===== src/rtl/control_sequencer.sv =====
// control_sequencer: microcoded T-state sequencer for the Bat Amateur CPU.
// A 4-bit step counter walks through the shared fetch steps (T0-T3) and the
// opcode-specific execute steps, and every control strobe is a combinational
// decode of the current step, the opcode and the flags.
module control_sequencer #(
  parameter int BUS_WIDTH         = 16,
  parameter bit HALT_ON_UNDEFINED = 1'b0
) (
  input  logic                 CLOCK,
  input  logic                 RESET,
  input  logic [BUS_WIDTH-1:0] INSTRUCTION,
  input  logic                 CARRY_FLAG,
  input  logic                 ZERO_FLAG,
  output logic                 PC_COUNT,
  output logic                 PC_ENABLE,
  output logic                 PC_LOAD,
  output logic                 MAR_LOAD,
  output logic                 RAM_ENABLE,
  output logic                 RAM_LOAD,
  output logic                 IR_LOAD,
  output logic                 IR_ENABLE,
  output logic                 A_LOAD,
  output logic                 A_ENABLE,
  output logic                 B_LOAD,
  output logic                 ALU_ENABLE,
  output logic                 ALU_SUB,
  output logic                 FLAGS_LOAD,
  output logic                 OUT_LOAD,
  output logic                 HALT,
  output logic [3:0]           STEP
);

  typedef enum logic [3:0] {
    OP_NOP = 4'd0,
    OP_LDA = 4'd1,
    OP_ADD = 4'd2,
    OP_SUB = 4'd3,
    OP_STA = 4'd4,
    OP_LDI = 4'd5,
    OP_JMP = 4'd6,
    OP_JC  = 4'd7,
    OP_JZ  = 4'd8,
    OP_OUT = 4'd14,
    OP_HLT = 4'd15
  } opcode_t;

  logic [3:0] step_q;
  logic       halted_q;
  logic [3:0] raw_op;
  opcode_t    eff_op;
  logic       jump_taken;
  logic [3:0] last_step;
  logic       unused_operand;

  // The operand bits only travel over the bus through the IR; the sequencer ignores them.
  assign unused_operand = ^INSTRUCTION[BUS_WIDTH-5:0];

  assign raw_op = INSTRUCTION[BUS_WIDTH-1 -: 4];
  assign STEP   = step_q;
  assign HALT   = halted_q;

  // Fold the undefined opcodes onto NOP or HLT so the rest of the decode only sees defined ones.
  always_comb begin
    eff_op = OP_NOP;
    case (raw_op)
      4'd9, 4'd10, 4'd11, 4'd12, 4'd13: eff_op = HALT_ON_UNDEFINED ? OP_HLT : OP_NOP;
      default:                          eff_op = opcode_t'(raw_op);
    endcase
  end

  // Work out the final step of the current instruction; conditional jumps stop at T4 when not taken.
  always_comb begin
    jump_taken = ((eff_op == OP_JC) && CARRY_FLAG) || ((eff_op == OP_JZ) && ZERO_FLAG);
    last_step  = 4'd3;
    case (eff_op)
      OP_LDA, OP_STA:         last_step = 4'd7;
      OP_ADD, OP_SUB:         last_step = 4'd9;
      OP_LDI, OP_JMP, OP_OUT: last_step = 4'd5;
      OP_JC, OP_JZ:           last_step = jump_taken ? 4'd5 : 4'd4;
      OP_HLT:                 last_step = 4'd4;
      default:                last_step = 4'd3;
    endcase
  end

  // Advance the step counter, wrap after the last step, and latch the halted state at HLT's T4.
  always_ff @(posedge CLOCK or posedge RESET) begin
    if (RESET) begin
      step_q   <= 4'd0;
      halted_q <= 1'b0;
    end else if (!halted_q) begin
      if ((step_q == 4'd4) && (eff_op == OP_HLT)) begin
        halted_q <= 1'b1;
      end else if (step_q >= last_step) begin
        step_q <= 4'd0;
      end else begin
        step_q <= step_q + 4'd1;
      end
    end
  end

  // Decode the strobes for the current step; everything is forced low in reset and once halted.
  always_comb begin
    PC_COUNT   = 1'b0;
    PC_ENABLE  = 1'b0;
    PC_LOAD    = 1'b0;
    MAR_LOAD   = 1'b0;
    RAM_ENABLE = 1'b0;
    RAM_LOAD   = 1'b0;
    IR_LOAD    = 1'b0;
    IR_ENABLE  = 1'b0;
    A_LOAD     = 1'b0;
    A_ENABLE   = 1'b0;
    B_LOAD     = 1'b0;
    ALU_ENABLE = 1'b0;
    ALU_SUB    = 1'b0;
    FLAGS_LOAD = 1'b0;
    OUT_LOAD   = 1'b0;
    if (!RESET && !halted_q) begin
      case (step_q)
        4'd0: PC_ENABLE = 1'b1;
        4'd1: begin
          PC_ENABLE = 1'b1;
          MAR_LOAD  = 1'b1;
        end
        4'd2: RAM_ENABLE = 1'b1;
        4'd3: begin
          RAM_ENABLE = 1'b1;
          IR_LOAD    = 1'b1;
          PC_COUNT   = 1'b1;
        end
        4'd4: begin
          case (eff_op)
            OP_LDA, OP_ADD, OP_SUB, OP_STA, OP_LDI, OP_JMP: IR_ENABLE = 1'b1;
            OP_JC, OP_JZ:                                   IR_ENABLE = jump_taken;
            OP_OUT:                                         A_ENABLE  = 1'b1;
            default: ;
          endcase
        end
        4'd5: begin
          case (eff_op)
            OP_LDA, OP_ADD, OP_SUB, OP_STA: begin
              IR_ENABLE = 1'b1;
              MAR_LOAD  = 1'b1;
            end
            OP_LDI: begin
              IR_ENABLE = 1'b1;
              A_LOAD    = 1'b1;
            end
            OP_JMP, OP_JC, OP_JZ: begin
              IR_ENABLE = 1'b1;
              PC_LOAD   = 1'b1;
            end
            OP_OUT: begin
              A_ENABLE = 1'b1;
              OUT_LOAD = 1'b1;
            end
            default: ;
          endcase
        end
        4'd6: begin
          case (eff_op)
            OP_LDA, OP_ADD, OP_SUB: RAM_ENABLE = 1'b1;
            OP_STA:                 A_ENABLE   = 1'b1;
            default: ;
          endcase
        end
        4'd7: begin
          case (eff_op)
            OP_LDA: begin
              RAM_ENABLE = 1'b1;
              A_LOAD     = 1'b1;
            end
            OP_ADD, OP_SUB: begin
              RAM_ENABLE = 1'b1;
              B_LOAD     = 1'b1;
            end
            OP_STA: begin
              A_ENABLE = 1'b1;
              RAM_LOAD = 1'b1;
            end
            default: ;
          endcase
        end
        4'd8: begin
          if ((eff_op == OP_ADD) || (eff_op == OP_SUB)) begin
            ALU_ENABLE = 1'b1;
            ALU_SUB    = (eff_op == OP_SUB);
          end
        end
        4'd9: begin
          if ((eff_op == OP_ADD) || (eff_op == OP_SUB)) begin
            ALU_ENABLE = 1'b1;
            A_LOAD     = 1'b1;
            FLAGS_LOAD = 1'b1;
            ALU_SUB    = (eff_op == OP_SUB);
          end
        end
        default: ;
      endcase
    end
  end

endmodule


===== config.mk =====
export PLATFORM = sky130hd
export DESIGN_NAME = control_sequencer
export DESIGN_NICKNAME = d
export VERILOG_FILES = /design/src/rtl/control_sequencer.sv
export SDC_FILE = /design/constraint.sdc
export NUM_CORES = 1
export LEC_CHECK = 0
export ABC_AREA = 0
export CORE_ASPECT_RATIO = 0.7
export CORE_MARGIN = 2
export CORE_UTILIZATION = 39
export CTS_CLUSTER_SIZE = 28
export DETAILED_ROUTE_END_ITERATION = 12
export PLACE_DENSITY = 0.8
export SKIP_LAST_GASP = 1
export SYNTH_ARGS = -nofsm -noshare
export SYNTH_HDL_FRONTEND = slang
export SYNTH_SLANG_ARGS = --single-unit

===== constraint.sdc =====
create_clock -name CLOCK -period 2.3 [get_ports CLOCK]
set_input_delay 0.69 -clock CLOCK [delete_from_list [all_inputs] [get_ports CLOCK]]
set_output_delay 0.69 -clock CLOCK [all_outputs]
set_load 0.03 [all_outputs]

==> run_results.csv, run 1 <==
group,metric,value,unit
sta,finalWorstSetupSlack,-0.3367,ns
setup_path,cp-end-kind,"output port",
cells_and_area,fin_nets,198,
clock_tree,cts_tree,"done",
logic_synthesis,synth_cells,107,
clock_tree,cts.sink_count,5,
route,drt_iter0_drc,52,
cells_and_area,fill_cells,83,
floorplan,core_area,1854,µm²
clock_tree,clockBufferDepth,2,
setup_path,worstSetupPathType,"in -> out",
setup_path,worstSetupStartpointType,"input port",
setup_path,path_cells,"buf_6, or3b_4, nor3b_4, and3b_2, and2_4, buf_6",
clock_tree,cts-root-buf,"clkbuf_4",
power,irDropWorstVdd,1314,µV
setup_path,cp_common_cell,"buf_6",
logic_synthesis,synth.avg_cell_area,7.110,µm²
job,maxCapViolCount,0,
power,powerDensity,1015,nW/µm²
setup_path,path_delay_family,"simple AND/OR/NAND/NOR gates",
placement,gp_congestion,0.8188,
grt,antenna_found_initial,0,
route,ant_nets,0,
route,route.detailed.drc,0,
placement,port_buffers,27,
route,detail_route.vias_per_cell,6.084,
sta,finClkSkew,0.01310,ns
floorplan,die_area,2325,µm²
grt,grt_pass1_vias,1048,
cells_and_area,final_cells,191,
sta,fmaxAchievable,379.3,MHz
setup_path,crit_path_top_delay_cell,"or3b_4",
sta,slew_headroom,0.7639,
logic_synthesis,syn_nets,135,
grt,gr-total-overflow,0,
grt,grt_pass1_wl,5002,µm
grt,grt_usage,0.2958,
sta,finalSetupViolations,16,
floorplan,initial_core_util,0.4103,
setup_path,max_stage_delay,0.41,ns
status,failed_checks,"setup timing",
clock_tree,htree_levels,1,
sta,tightest_slew,0.3531,ns
cells_and_area,final_cell_area,1648,µm²
worst_hold_path,hold_class,"in -> async",
logic_synthesis,ys_types,37,
logic_synthesis,ys_async_sr_fraction,1.000,
logic_synthesis,synth_edf_count,0,
clock_tree,cts.clk_slew.worst_paths,0.06,ns
cells_and_area,area.growth.synth_to_final,116.6,%
grt,grt_max_degree,15,
power,p_leak,0.7386,nW
setup_path,crit_buf_inv,2,
logic_synthesis,yosys_warnings,0,
clock_tree,numCtsBuffers,3,
logic_synthesis,ys_seq_area_frac,0.1645,
setup_path,cp_max_fo,3,
setup_path,worstPathArrival,1.95,ns
cells_and_area,layout-drive-gt1-share,0.6213,
cells_and_area,layout_commonest_cell,"buf_4",
cells_and_area,multiInputGateArea,847.1,µm²
placement,place_inst,174,
sta,slew_violations,0,
cells_and_area,final_cell_mix,"buf_4, buf_6, nand2_1, o21ai_2, nor2_1",
logic_synthesis,synthFlopType,"dfrtp_1",
setup_path,cp_data_required_time,1.61,ns
clock_tree,clock_latency,0.28,ns
sta,final.period_utilization,1.146,
floorplan,row_count,13,
cells_and_area,final_util,0.8887,
sta,rsz0062_at_grt,"true",
clock_tree,cts_hold_buf,0,
floorplan,fp.dieW,56.79,µm
logic_synthesis,ys_ff_latch,5,
cells_and_area,antenna_cells,0,
placement,hpwlAfterDp,1933,µm
route,dr_total_vias,1162,
logic_synthesis,syn-cell-area,760.7,µm²
route,wl,3828,µm
route,first_pass_iters,4,
floorplan,ios,40,
sta,final.min_clock_period,2.637,ns
route,routedWlPerCell,20.04,µm
status,status,"complete, but fails checks",
floorplan,dieHeight,40.95,µm
sta,hold_viol,0,
cells_and_area,register_area,128.9,µm²
placement,dpl_worst_slack,-0.7251,ns
placement,placed_cell_area,1231,µm²
path summary, 6_finish.rpt:
kind	from	end	slack, ns	depth (start not counted)
min	RESET	STEP[3]	0.44	3
max	INSTRUCTION[14]	ALU_SUB	-0.34	6
max in group asynchronous	RESET	STEP[1]	1.65	3
max reg2reg	STEP[2]	STEP[2]	0.43	7
min in group CLOCK	STEP[0]	STEP[0]	0.64	2
min reg2reg	STEP[0]	STEP[0]	0.64	2
routing by layer:
layer | GRT usage | vias to the layer above | wire [µm]
li1 | - | 512 | -
met1 | 0.3439 | 559 | 1470
met2 | 0.5233 | 71 | 1904
met3 | 0.06625 | 20 | 298
met4 | 0.1860 | 0 | 155
met5 | 0 | - | 0
area by class of cell:
type                       count  share of cell area
multi-input combinational     91              0.5140
timing repair buffer          64              0.3637
clock buffer                   4             0.01595
sequential                     5             0.07821
tap                           22             0.01670
inverter                       5             0.01139
what timing repair did:
action                                  in CTS  in global routing
setup buffers                                7                  6
endpoints found under the setup margin      19                 18
pin swaps                                   19                 14
gates resized for setup                     66                 38
endpoints found under the hold margin        0                  0
registers in the layout (all words and copies together), names as in the netlist:
signal / cells
HALT: 1
STEP: 4
worst min-delay path: stages:
cell and delay [ns]:
buf_12 0.11, buf_4 0.13, inv_1 0.16
cell usage after synthesis (2+ instances only):
cell type  count  area (µm²)
nor3_1         3       15.01
and3b_1        3       26.28
inv_1          5       18.77
o211ai_1       3       22.52
dfrtp_1        5       125.1
nor2b_1        3       18.77
or3_1          2       12.51
nand3_1        2       10.01
a21oi_1        2       10.01
nand2_1       13       48.80
and3_1         5       31.28
o21ai_0       12       60.06
clkbuf_1       4       15.01
nand2b_1       5       31.28
ha_1           8       100.1
nor2_1        11       41.29
power by group:
group	internal (mW)	switching (mW)	leakage [nW]
Combinational	0.618	0.733	0.663
Sequential	0.134	0.0662	0.0603
Clock	0.0668	0.0538	0.0150
through the flow:
stage	TNS [ns]	total power [mW]	hold WS, ns
5_1_grt	-3.080	1.751	0.4667
4_1_cts	-1.802	1.366	0.3909
3_5_place_dp	-10.09	1.091	0.6426
2_1_floorplan	-1.261	0.7220	0.4685
6_report	-2.551	1.672	0.4415
3_3_place_gp	-9.351	1.060	0.6283
cells by family after synthesis:
group	after synthesis	synth area share
AOI/OAI and AO/OA	26	0.2253
adders and majority gates	8	0.1316
DFF	5	0.1645
xor gates and xnor gates	1	0.01152
buffers and inverters	11	0.06085
and+or+nand+nor	56	0.4063
No activity file was read; power rests on OpenSTA's default activity.
==> run 2, diff against run 1 <==
--- a/config.mk
+++ b/config.mk
@@ -9,6 +9,7 @@
 export CORE_ASPECT_RATIO = 0.7
 export CORE_MARGIN = 2
 export CORE_UTILIZATION = 39
+export CTS_BUF_LIST = sky130_fd_sc_hd__clkbuf_16
 export CTS_CLUSTER_SIZE = 28
 export DETAILED_ROUTE_END_ITERATION = 12
 export PLACE_DENSITY = 0.8
==> constraint.sdc (replaced) <==
create_clock -name CLOCK -period 2.7 [get_ports CLOCK]
set_input_delay 0.81 -clock CLOCK [delete_from_list [all_inputs] [get_ports CLOCK]]
set_output_delay 0.81 -clock CLOCK [all_outputs]
set_load 0.03 [all_outputs]
==> run 2 against run 1 <==
The flow still finishes with violations (setup timing). Non-clock buffer count down 16. Via count shrank 16%. Clock power grew 100%. Worst setup slack improved by 0.23 ns. Flip-flop and latch count stayed put. Critical path depth did not move. Register-to-register slack gained 0.37 ns. Combinational power decreased by 43%. Sequential share of layout area is 1.8 points higher. Hold slack improved by 0.058 ns. Final area is 21% lower. Routed wire length shrank 33%. Critical endpoint unchanged. Largest cell class unchanged.
==> run_results.csv, run 2 (synthesis results as in run 1) <==
group,metric,value,unit
placement,hpwlAfterDp,1777,µm
cells_and_area,final_cell_mix,"buf_4, nand2_1, nor2_1, o21ai_0, ha_1",
floorplan,initial_core_util,0.4103,
sta,finalWorstSetupSlack,-0.1028,ns
sta,finalSetupViolations,5,
cells_and_area,register_area,125.1,µm²
cells_and_area,final_cells,175,
power,irDropWorstVdd,910.2,µV
route,drt_iter0_drc,31,
job,maxCapViolCount,0,
grt,grt_usage,0.2217,
clock_tree,cts.sink_count,5,
setup_path,path_delay_family,"simple AND/OR/NAND/NOR gates",
power,p_leak,0.6227,nW
floorplan,die_area,2325,µm²
placement,gp_congestion,0.8405,
route,route.detailed.drc,0,
route,first_pass_iters,4,
cells_and_area,fin_nets,182,
route,ant_nets,0,
cells_and_area,fill_cells,143,
setup_path,cp-end-kind,"output port",
sta,final.min_clock_period,2.803,ns
status,failed_checks,"setup timing",
setup_path,max_stage_delay,0.38,ns
grt,gr-total-overflow,0,
grt,grt_pass1_vias,798,
setup_path,worstSetupStartpointType,"input port",
route,routedWlPerCell,14.76,µm
setup_path,cp_data_required_time,1.89,ns
setup_path,worstPathArrival,1.99,ns
sta,final.period_utilization,1.038,
placement,port_buffers,27,
placement,dpl_worst_slack,-0.5263,ns
setup_path,crit_path_top_delay_cell,"or3b_4",
status,status,"complete, but fails checks",
clock_tree,cts.clk_slew.worst_paths,0.03,ns
sta,slew_violations,0,
cells_and_area,largest_reg_flops,4,
clock_tree,htree_levels,1,
grt,grt_max_degree,15,
power,powerDensity,898.6,nW/µm²
clock_tree,cts_hold_buf,0,
clock_tree,numCtsBuffers,3,
cells_and_area,layout_commonest_cell,"buf_4",
cells_and_area,layout-drive-gt1-share,0.3922,
clock_tree,cts-root-buf,"clkbuf_16",
route,dr_total_vias,971,
floorplan,core_area,1854,µm²
setup_path,cp_max_fo,3,
cells_and_area,antenna_cells,0,
clock_tree,clock_latency,0.23,ns
worst_hold_path,hold_class,"in -> async",
clock_tree,clockBufferDepth,2,
placement,place_inst,165,
floorplan,row_count,13,
sta,hold_viol,0,
power,finalPower,1.168,mW
cells_and_area,multiInputGateArea,658.1,µm²
setup_path,path_cells,"buf_2, or3b_4, nor3b_4, and3b_2, and2_4, buf_6",
floorplan,ios,40,
sta,tightest_slew,0.3124,ns
clock_tree,cts_tree,"done",
sta,finClkSkew,0.002601,ns
setup_path,worstSetupPathType,"in -> out",
grt,grt_pass1_wl,3781,µm
grt,antenna_found_initial,0,
cells_and_area,area.growth.synth_to_final,70.89,%
floorplan,dieHeight,40.95,µm
route,wl,2583,µm
setup_path,crit_buf_inv,2,
sta,rsz0062_at_grt,"true",
floorplan,fp.dieW,56.79,µm
route,detail_route.vias_per_cell,5.549,
sta,fmaxAchievable,356.8,MHz
sta,slew_headroom,0.7898,
[run 2: cell count changes in the layout (fill, tap and decap cells not counted), moves of 5 or more]
cell,previous run,this run
o21ai_2,6,0
nor2_1,6,11
o21ai_0,0,9
buf_6,17,7
buf_4,35,30
[run 2: worst paths after layout]
path                            startpoint  endpoint  slack, ns  cells after the start
setup / recovery           INSTRUCTION[15]   ALU_SUB      -0.10                      6
hold / removal                       RESET   STEP[2]       0.50                      2
setup reg to reg                   STEP[0]   STEP[3]       0.80                      7
hold reg to reg                    STEP[0]   STEP[0]       0.62                      2
max in group asynchronous            RESET   STEP[0]       2.03                      2
min in group CLOCK                 STEP[0]   STEP[0]       0.62                      2
[run 2: worst reg2reg max path, cell delays in order (launching register included)]
cell,delay [ns]
dfrtp_1,0.44
inv_1,0.13
ha_1,0.30
nand2b_1,0.18
a2111oi_4,0.40
buf_4,0.17
o211ai_1,0.09
o211ai_1,0.10
[run 2: what timing repair did]
| item | in CTS | in global routing |
|---|---|---|
| buffers inserted | 4 | 2 |
| setup endpoints to repair | 19 | 18 |
| gates resized for setup | 32 | 5 |
| pin swaps | 11 | 4 |
[run 2: final cells by class]
type	instances	share of cell area
Inverter	5	0.01444
Clock buffer	3	0.05775
Sequential cell	5	0.09625
Multi-Input combinational cell	91	0.5063
Tap cell	22	0.02117
Timing Repair Buffer	48	0.3013
Clock inverter	1	0.002887
[run 2: through the flow]
step | hold WS (ns) | instance area [µm²] | setup TNS (ns) | util
2_1_floorplan | 0.5885 | 784.5 | -0.04262 | -
3_3_place_gp | 0.5850 | 1130 | -5.609 | 0.6093
3_5_place_dp | 0.6203 | 1130 | -6.098 | 0.6093
4_1_cts | 0.6293 | 1266 | -0.1819 | 0.6829
5_1_grt | 0.5194 | 1300 | -0.8227 | 0.7011
6_report | 0.4999 | 1300 | -0.3659 | 0.7011
[run 2: per-layer routing]
| layer | track usage | part of all wire | wire length [µm] |
|---|---|---|---|
| met1 | 0.2924 | 0.43 | 1116 |
| met2 | 0.3605 | 0.49 | 1270 |
| met5 | 0 | 0 | 0 |
| met4 | 0.07558 | 0.0089 | 23 |
| met3 | 0.05994 | 0.067 | 173 |
[run 2: report_power, final]
part	internal (mW)	switching [mW]
Combinational	0.335	0.435
Clock	0.192	0.0500
Sequential	0.111	0.0456
==> run 3, diff against run 2 <==
--- a/config.mk
+++ b/config.mk
@@ -8,11 +8,12 @@
 export ABC_AREA = 0
 export CORE_ASPECT_RATIO = 0.7
 export CORE_MARGIN = 2
-export CORE_UTILIZATION = 39
-export CTS_BUF_LIST = sky130_fd_sc_hd__clkbuf_16
+export CORE_UTILIZATION = 40
+export CTS_BUF_LIST = sky130_fd_sc_hd__clkbuf_8
 export CTS_CLUSTER_SIZE = 28
 export DETAILED_ROUTE_END_ITERATION = 12
-export PLACE_DENSITY = 0.8
+export GPL_TIMING_DRIVEN = 0
+export PLACE_DENSITY = 0.81
 export SKIP_LAST_GASP = 1
 export SYNTH_ARGS = -nofsm -noshare
 export SYNTH_HDL_FRONTEND = slang
==> run 3 against run 2 <==
The run still ends with setup timing left. Count of clock-buffer cells in the layout unchanged. Final area decreased by 1.2%. Flip-flop and latch count unchanged. Largest cell class unchanged. Clock skew decreased by 0.00055 ns. Global-route usage increased by 1.0 points. Register-to-register slack improved by 0.02 ns. Routed wire length increased by 2.1%. Non-clock buffer count decreased by 5.
==> run_results.csv, run 3 (synthesis results as in run 1) <==
group,metric,value,unit
clock_tree,cts-root-buf,"clkbuf_8",
cells_and_area,final_cell_mix,"buf_4, nand2_1, nor2_1, ha_1, o21ai_0",
power,seq_power_share,0.170,
power,powerDensity,830.4,nW/µm²
setup_path,worstSetupStartpointType,"input port",
power,p_int,0.5243,mW
route,first_pass_iters,4,
sta,hold_viol,0,
power,clockPowerShare,0.130,
cells_and_area,antenna_cells,0,
power,switchingPower,0.5428,mW
clock_tree,htree_levels,1,
power,comb_power_share,0.700,
cells_and_area,largest_reg_flops,4,
sta,slew_violations,0,
placement,placed_cell_area,1082,µm²
sta,finClkSkew,0.002048,ns
sta,final.period_utilization,1.050,
clock_tree,cts_hold_buf,0,
placement,dpl_worst_slack,-1.169,ns
floorplan,row_count,13,
status,status,"complete, but fails checks",
power,finalPower,1.067,mW
power,swShare,0.5087,
placement,gp_congestion,0.7998,
floorplan,initial_core_util,0.4176,
clock_tree,clock_latency,0.22,ns
grt,antenna_found_initial,0,
floorplan,core_area,1822,µm²
grt,grt_pass1_vias,837,
clock_tree,cts_tree,"done",
cells_and_area,layout_commonest_cell,"buf_4",
setup_path,cp_data_required_time,1.89,ns
route,drt_iter0_drc,37,
setup_path,crit_path_top_delay_cell,"or3b_4",
job,maxCapViolCount,0,
sta,rsz0062_at_grt,"true",
route,route.met3.wl,163,µm
setup_path,max_stage_delay,0.41,ns
clock_tree,numCtsBuffers,3,
route,detail_route.vias_per_cell,5.765,
route,route.detailed.drc,0,
route,wl,2637,µm
cells_and_area,final_cells,170,
cells_and_area,area.growth.synth_to_final,68.91,%
route,dr_total_vias,980,
clock_tree,cts.sink_count,5,
grt,grt_usage,0.2317,
grt,grt_pass1_wl,3953,µm
sta,slew_headroom,0.6800,
placement,hpwlAfterDp,1723,µm
cells_and_area,fin_nets,177,
cells_and_area,final_cell_area,1285,µm²
grt,gr-total-overflow,0,
route,met1Wirelength,1156,µm
cells_and_area,layout-drive-gt1-share,0.4189,
placement,port_buffers,27,
sta,fmaxAchievable,352.8,MHz
clock_tree,cts.clk_slew.worst_paths,0.04,ns
cells_and_area,final_util,0.7054,
route,wl_met2,1294,µm
sta,final.min_clock_period,2.835,ns
power,p_leak,0.5883,nW
setup_path,cp_max_fo,3,
sta,finalWorstSetupSlack,-0.1345,ns
placement,place_inst,156,
route,top_layer,"met4",
setup_path,worstPathArrival,2.02,ns
sta,tightest_slew,0.4750,ns
setup_path,path_cells,"buf_8, or3b_4, nor3b_4, and3b_2, and2_4, buf_6",
sta,hold_ws,0.5448,ns
sta,tns,-0.3420,ns
floorplan,dieHeight,40.49,µm
floorplan,fp.dieW,56.13,µm
sta,finalSetupViolations,3,
power,irDropWorstVdd,857.2,µV
clock_tree,clockBufferDepth,2,
status,failed_checks,"setup timing",
floorplan,die_area,2272,µm²
grt,grt_max_degree,11,
setup_path,path_delay_family,"simple AND/OR/NAND/NOR gates",
route,routedWlPerCell,15.51,µm
setup_path,worstSetupPathType,"in -> out",
setup_path,cp-end-kind,"output port",
setup_path,crit_buf_inv,2,
worst_hold_path,hold_class,"in -> async",
floorplan,ios,40,
route,ant_nets,0,
[run 3: cell types whose count changed in the layout (fill, tap and decap cells not counted), moves of 2 or more]
cell       before  now
nor3_4          0    2
o21ai_0         9    7
clkbuf_16       3    0
buf_6           7    5
buf_2           3    6
buf_4          30   19
clkbuf_8        0    3
o21ai_1         3    5
buf_8           0    4
[run 3: cell type report]
type	count	area (µm²)
plain buffers	6	51.30
clock buffers	3	41.29
clock inverters	1	3.754
fillers	132	536.8
inverters	5	18.77
multi-input cells	91	694.4
flip-flops and latches	5	126.4
well taps	22	27.53
repair buffers	37	321.6
[run 3: worst paths after layout]
| path | from | cells after the start | end | slack [ns] |
|---|---|---|---|---|
| worst min-delay path | RESET | 2 | HALT | 0.54 |
| worst min register to register | STEP[0] | 1 | STEP[0] | 0.59 |
| worst max-delay path | INSTRUCTION[15] | 6 | ALU_SUB | -0.13 |
| min in group CLOCK | STEP[0] | 1 | STEP[0] | 0.59 |
| worst max register to register | STEP[0] | 6 | STEP[3] | 0.82 |
| max in group asynchronous | RESET | 2 | STEP[2] | 1.96 |
[run 3: worst register-to-register path, delay by kind of cell, from the launching register on]
kind	cells	cell delay (ns)
AO/OA/AOI/OAI	3	0.75
flip-flops	1	0.45
adder cells (fa/ha/maj)	1	0.30
buffers and inverters	1	0.12
AND/OR/NAND/NOR	1	0.18
[run 3: power groups by stage]
| stage | Combinational [mW] | Sequential (mW) | Clock (mW) |
|---|---|---|---|
| detailed placement | 0.643 | 0.172 | 0 |
| floorplan | 0.371 | 0.221 | 0 |
| global route | 0.804 | 0.188 | 0.146 |
| finish | 0.747 | 0.181 | 0.139 |
| CTS | 0.692 | 0.175 | 0.140 |
| global placement | 0.621 | 0.172 | 0 |
[run 3: timing repair]
| item | 4_1_cts | 5_1_grt |
|---|---|---|
| endpoints found under the setup margin | 19 | 16 |
| resized for setup | 129 | 29 |
| buffers inserted | 6 | 4 |
| gates cloned | 0 | 0 |
| pin swaps | 9 | 10 |
[run 3: metal layers]
metal  up-vias  global-route usage
li1        469                   -
met1       468              0.2903
met2        41              0.4088
met3         2             0.04516
met4         0             0.08929
met5         -                   0
